$ cat src/rtl/dut_pipe_if.sv
// Command/address/data bundle shared by the upstream and downstream sides of dut_pipe.
// The master drives the bundle and the slave samples it.
interface dut_if #(
  parameter int CMD_W  = 2,
  parameter int ADR_W  = 4,
  parameter int DATA_W = 3
);
  logic [CMD_W-1:0]  cmd;
  logic [ADR_W-1:0]  adr;
  logic [DATA_W-1:0] data;

  modport master (output cmd, output adr, output data);
  modport slave  (input  cmd, input  adr, input  data);
endinterface

$ cat src/rtl/dut_pipe.sv
// Registered command pass-through with a 2**ADR_W-entry data store and a tracker
// that counts distinct addresses touched since reset.
module dut_pipe #(
  parameter int CMD_W  = 2,
  parameter int ADR_W  = 4,
  parameter int DATA_W = 3
) (
  input  logic           clk,
  input  logic           rst,
  dut_if.slave           i_slave,
  dut_if.master          o_master,
  output logic           new_adr,
  output logic [ADR_W:0] uniq_cnt,
  output logic           all_seen
);
  localparam int DEPTH = 1 << ADR_W;

  localparam logic [CMD_W-1:0] CMD_NOP       = CMD_W'(0);
  localparam logic [CMD_W-1:0] CMD_WRITE     = CMD_W'(1);
  localparam logic [CMD_W-1:0] CMD_READ      = CMD_W'(2);
  localparam logic [CMD_W-1:0] CMD_WRITE_FWD = CMD_W'(3);

  logic [DATA_W-1:0] r_store [DEPTH];
  logic [DEPTH-1:0]  r_seen;
  logic [CMD_W-1:0]  r_cmd;
  logic [ADR_W-1:0]  r_adr;
  logic [DATA_W-1:0] r_data;
  logic              r_new_adr;
  logic [ADR_W:0]    r_uniq_cnt;

  logic [CMD_W-1:0]  w_cmd;
  logic [ADR_W-1:0]  w_adr;
  logic [DATA_W-1:0] w_data;
  logic              w_write;
  logic              w_first_use;

  assign w_cmd  = i_slave.cmd;
  assign w_adr  = i_slave.adr;
  assign w_data = i_slave.data;

  assign w_write     = (w_cmd == CMD_WRITE) || (w_cmd == CMD_WRITE_FWD);
  assign w_first_use = (w_cmd != CMD_NOP) && !r_seen[w_adr];

  // Data store: writes land at the edge, so a READ on the next cycle sees them.
  always_ff @(posedge clk) begin
    if (rst) begin
      for (int i = 0; i < DEPTH; i++) begin
        r_store[i] <= '0;
      end
    end else if (w_write) begin
      r_store[w_adr] <= w_data;
    end
  end

  always_ff @(posedge clk) begin
    if (rst) begin
      r_cmd  <= '0;
      r_adr  <= '0;
      r_data <= '0;
    end else begin
      case (w_cmd)
        CMD_READ: begin
          r_cmd  <= CMD_READ;
          r_adr  <= w_adr;
          r_data <= r_store[w_adr];
        end
        CMD_WRITE_FWD: begin
          r_cmd  <= CMD_WRITE_FWD;
          r_adr  <= w_adr;
          r_data <= w_data;
        end
        default: begin
          r_cmd  <= '0;
          r_adr  <= '0;
          r_data <= '0;
        end
      endcase
    end
  end

  // Each address sets its bitmap bit once, which is what bounds uniq_cnt at DEPTH.
  always_ff @(posedge clk) begin
    if (rst) begin
      r_seen     <= '0;
      r_new_adr  <= 1'b0;
      r_uniq_cnt <= '0;
    end else begin
      r_new_adr <= w_first_use;
      if (w_first_use) begin
        r_seen[w_adr] <= 1'b1;
        if (r_uniq_cnt != (ADR_W+1)'(DEPTH)) begin
          r_uniq_cnt <= r_uniq_cnt + (ADR_W+1)'(1);
        end
      end
    end
  end

  assign o_master.cmd  = r_cmd;
  assign o_master.adr  = r_adr;
  assign o_master.data = r_data;
  assign new_adr       = r_new_adr;
  assign uniq_cnt      = r_uniq_cnt;
  assign all_seen      = (r_uniq_cnt == (ADR_W+1)'(DEPTH));
endmodule

$ cat src/flat_wrapper.sv
// flat-port wrapper written by rule: the top's interface ports become plain ports
module dut_pipe_flat 
#(
  parameter int CMD_W  = 2,
  parameter int ADR_W  = 4,
  parameter int DATA_W = 3
)
  (clk, rst, new_adr, uniq_cnt, all_seen, i_slave_cmd, i_slave_adr, i_slave_data, o_master_cmd, o_master_adr, o_master_data);
  dut_if #(.CMD_W(CMD_W), .ADR_W(ADR_W), .DATA_W(DATA_W)) i_slave_i ();
  dut_if #(.CMD_W(CMD_W), .ADR_W(ADR_W), .DATA_W(DATA_W)) o_master_i ();
  input  logic clk;
  input  logic rst;
  output logic new_adr;
  output logic [ADR_W:0] uniq_cnt;
  output logic all_seen;
  input wire logic [$bits(i_slave_i.cmd)-1:0] i_slave_cmd;
  input wire logic [$bits(i_slave_i.adr)-1:0] i_slave_adr;
  input wire logic [$bits(i_slave_i.data)-1:0] i_slave_data;
  output wire logic [$bits(o_master_i.cmd)-1:0] o_master_cmd;
  output wire logic [$bits(o_master_i.adr)-1:0] o_master_adr;
  output wire logic [$bits(o_master_i.data)-1:0] o_master_data;
  assign i_slave_i.cmd = i_slave_cmd;
  assign i_slave_i.adr = i_slave_adr;
  assign i_slave_i.data = i_slave_data;
  assign o_master_cmd = o_master_i.cmd;
  assign o_master_adr = o_master_i.adr;
  assign o_master_data = o_master_i.data;
  dut_pipe #(.CMD_W(CMD_W), .ADR_W(ADR_W), .DATA_W(DATA_W)) u_core (.clk(clk), .rst(rst), .i_slave(i_slave_i), .o_master(o_master_i), .new_adr(new_adr), .uniq_cnt(uniq_cnt), .all_seen(all_seen));
endmodule
$ cat config.mk
export PLATFORM = sky130hd
export DESIGN_NAME = dut_pipe_flat
export DESIGN_NICKNAME = d
export VERILOG_FILES = /design/src/rtl/dut_pipe_if.sv /design/src/rtl/dut_pipe.sv /design/src/flat_wrapper.sv
export SDC_FILE = /design/constraint.sdc
export NUM_CORES = 1
export LEC_CHECK = 0
export ABC_AREA = 1
export CAP_MARGIN = 20
export CORE_MARGIN = 8
export CORE_UTILIZATION = 50
export DETAILED_ROUTE_END_ITERATION = 12
export HOLD_SLACK_MARGIN = 0.12
export PLACE_DENSITY = 0.79
export SYNTH_ARGS = -nofsm -noshare
export SYNTH_HDL_FRONTEND = slang
export SYNTH_SLANG_ARGS = --single-unit
$ cat constraint.sdc
create_clock -name clk -period 2.05 [get_ports clk]
set_input_delay 0.3075 -clock clk [delete_from_list [all_inputs] [get_ports clk]]
set_output_delay 0.3075 -clock clk [all_outputs]
set_load 0.05 [all_outputs]
==> flow_summary.toml, run 1 <==
[pwr]
design_power_total_uw = 3271
vdd_drop_max_mv = 0.3591
cellPowerDensity_nw_per_um2 = 760.1
leakagePower_uw = 0.001803

[place]
placer_s_final_routability_congestion_estimate = 0.9164
dp_hpwl_mm = 6.134
post_placement_cell_count = 542
io_buffers = 26

[finish]
design.final.nets = 470
post_route_cells_drive_above_1_share_pct = 15.84
flow.area_growth_from_synthesis_pct = 22.25
n_antenna_cell = 0
nFillCells = 544
instances_no_fill = 557

[synth]
synth_seq_cells = 79
sequential_element_share_of_the_synthesized_area_pct = 58.59
post_synth_num_cell_types = 28
post_synth_instance_area_um2 = 3520
yosys_warnings = 0
postSynthNetCount = 406
avgSynthCellArea_um2 = 8.956
netlist_instances = 393

[worst_setup_path]
cp_num_buf_inv = 1
critical_path.max_fanout = 6
timing.critical_path.slowest_cell_delay_ns = 0.86
start_kind = "register"
cpLargestDelayFamily = "buffers and inverters"
worst-endpoint-arrival_ns = 1.67
regToRegSetupSlack_ns = 0.65
critPathRequiredTime_ns = 1.74
critical_path_cell_count = 1
criticalPathCategory = "reg2out"
endpoint_kind = "output pin"
ff2ff_path_depth = 10
critical-path-slowest-cell = "sky130_fd_sc_hd__clkdlybuf4s50_1"
worstPathCellList = "clkdlybuf4s50_1"

[timing]
max_slew.worst_pin.slew_ns = 0.5257
setup_repair_after_global_routing_missed_its_margin = "false"
maxClockFrequency_mhz = 504.8
worst_slew_margin_rel_pct = 64.84
final.min_clock_period_ns = 1.981
period_share_pct = 96.63
timing_max_transition_violations_final = 0
setup_viol = 0
timing_hold_violations_final = 0
worst_clock_skew_ns = 0.007939

[clock_network]
ctsRootBufferMaster = "sky130_fd_sc_hd__clkbuf_8"
tritoncts = "done"
cts_setup_buffers = 0
ctsLongestPathBuffers = 2
clock_sinks = 79
htreeDepth = 3
post_cts_resized = 0
cts_hold_buffers = 0
number_of_buffers_added_by_the_clock_tree_synthesis_step = 9
clk_transition_reported_paths_ns = 0.07
insertion_delay_ns = 0.34

[floorplan]
io-pin-count = 27
die-height_um = 99.90
starting_density_of_the_core_pct = 51.80
die_width_um = 99.90
rows = 30
overall_die_area_um2 = 9980
core_region_area_um2 = 6794

[global_routing]
antenna_found_initial = 0
overflow = 0
grt_start_max_net_pins = 21
grt_pass1_wl_mm = 13.05
globalRouteTotalUtil_pct = 16.99
grt_pass1_vias = 2755

[route]
detail_route.first_pass.iterations = 5
postRouteWirelength_mm = 8.304
number_of_vias_after_detailed_routing = 2917
remaining_drc_errors = 0
route.detailed.wl_per_inst_um = 14.91
route.antenna.remaining_nets = 0
post_drt_via_cell_ratio = 5.237
dr.first_iter.drc_count = 222

[worst_hold_path]
hold-path-cell-count = 2
hp-class = "reg2reg"

[run]
drv_cap = 0

[run_status]
outcome = "finished clean"
## path summary, 6_finish.rpt
check / startpoint / endpoint
worst min register to register: u_core.r_seen[2] / u_core.r_seen[2]
worst max register to register: u_core.r_seen[5] / u_core.r_seen[8]
worst max-delay path: u_core.uniq_cnt[2] / uniq_cnt[2]
worst min-delay path: u_core.r_seen[2] / u_core.r_seen[2]
## cell usage in the layout (no fill, tap or decap), types with 2 or more instances in the layout
master / instances
sky130_fd_sc_hd__nor2_1: 95
sky130_fd_sc_hd__buf_4: 46
sky130_fd_sc_hd__inv_1: 16
sky130_fd_sc_hd__a22oi_1: 24
sky130_fd_sc_hd__edfxtp_1: 48
sky130_fd_sc_hd__nand2_1: 103
sky130_fd_sc_hd__clkbuf_8: 9
sky130_fd_sc_hd__xnor2_1: 2
sky130_fd_sc_hd__ha_1: 2
sky130_fd_sc_hd__o21ai_1: 2
sky130_fd_sc_hd__a21oi_1: 6
sky130_fd_sc_hd__nor2_2: 4
sky130_fd_sc_hd__dfxtp_1: 31
sky130_fd_sc_hd__clkinv_1: 3
sky130_fd_sc_hd__nand3_1: 6
sky130_fd_sc_hd__a31oi_1: 16
sky130_fd_sc_hd__inv_2: 6
sky130_fd_sc_hd__nand2_2: 2
sky130_fd_sc_hd__nand4_1: 4
sky130_fd_sc_hd__clkdlybuf4s50_1: 25
## final cells by class
type	count	area, um^2	area share, %
Clock inverter	5	50.05	1.163
Multi-Input combinational cell	273	1261	29.31
Clock buffer	10	127.6	2.966
Sequential cell	79	2062	47.92
Inverter	23	86.33	2.006
Timing Repair Buffer	71	595.6	13.84
Tap cell	96	120.1	2.792
## registers in the layout (all words and copies together), names as in the netlist
name                  cells
u_core.new_adr            1
u_core.o_master.adr       4
u_core.o_master.cmd       2
u_core.o_master.data      3
u_core.r_seen            16
u_core.r_store           48
u_core.uniq_cnt           5
## cells by family after synthesis
group | synth area share, %
fa+ha+maj | 0.7109
buf+inv | 5.901
flops | 58.59
simple gates | 24.81
xor+xnor | 0.7467
compound gates | 9.243
## metal layers
| layer | share of wire, % | vias to the layer above | track usage [%] |
|---|---|---|---|
| met2 | 46 | 122 | 27.35 |
| met3 | 6.4 | 19 | 2.907 |
| met1 | 44 | 1339 | 20.38 |
| li1 | - | 1437 | - |
| met5 | 0 | - | 0 |
| met4 | 3.1 | 0 | 11.53 |
## report_power, final
part / internal, uW / total [uW] / switching (uW)
Clock: 546 / 1070 / 528
Combinational: 142 / 400 / 259
Sequential: 1760 / 1800 / 34.5
Total: 2450 / 3270 / 821
## Yosys cell counts, drive strengths merged
master | count | share of area [%]
nand2 | 105 | 11
nor2 | 100 | 11
edfxtp | 48 | 41
dfxtp | 31 | 18
a22oi | 24 | 5.1
inv | 22 | 2.3
a31oi | 16 | 2.8
buf | 12 | 2.8
nand3 | 7 | 1.1
a21oi | 6 | 0.85
clkbuf | 6 | 0.64
nand4 | 4 | 0.71
o21ai | 3 | 0.43
ha | 2 | 0.71
nor3 | 2 | 0.28
xnor2 | 2 | 0.50
clkinv | 1 | 0.11
nor4 | 1 | 0.18
xor2 | 1 | 0.25
## per-stage QoR
step	TNS, ns	hold slack, ns	setup slack (ns)	instance area [um^2]	util, %
after floorplan	0	0.4177	0.1516	3531	-
after global placement	-0.2351	0.4489	-0.02826	4125	60.72
after detailed placement	-0.4861	0.4607	-0.05454	4125	60.72
after CTS	0	0.4784	0.04963	4303	63.33
after global routing	0	0.4980	0.01757	4303	63.33
final	0	0.4796	0.06918	4303	63.33
Note: power is estimated with default switching activity, not from simulation.
==> inputs of run 2 (changes only) <==
--- a/config.mk
+++ b/config.mk
@@ -10,7 +10,6 @@
 export CORE_MARGIN = 8
 export CORE_UTILIZATION = 50
 export DETAILED_ROUTE_END_ITERATION = 12
-export HOLD_SLACK_MARGIN = 0.12
 export PLACE_DENSITY = 0.79
 export SYNTH_ARGS = -nofsm -noshare
 export SYNTH_HDL_FRONTEND = slang
==> results of run 2 <==
Final layout, timing and power as in run 1 (identical DEF).
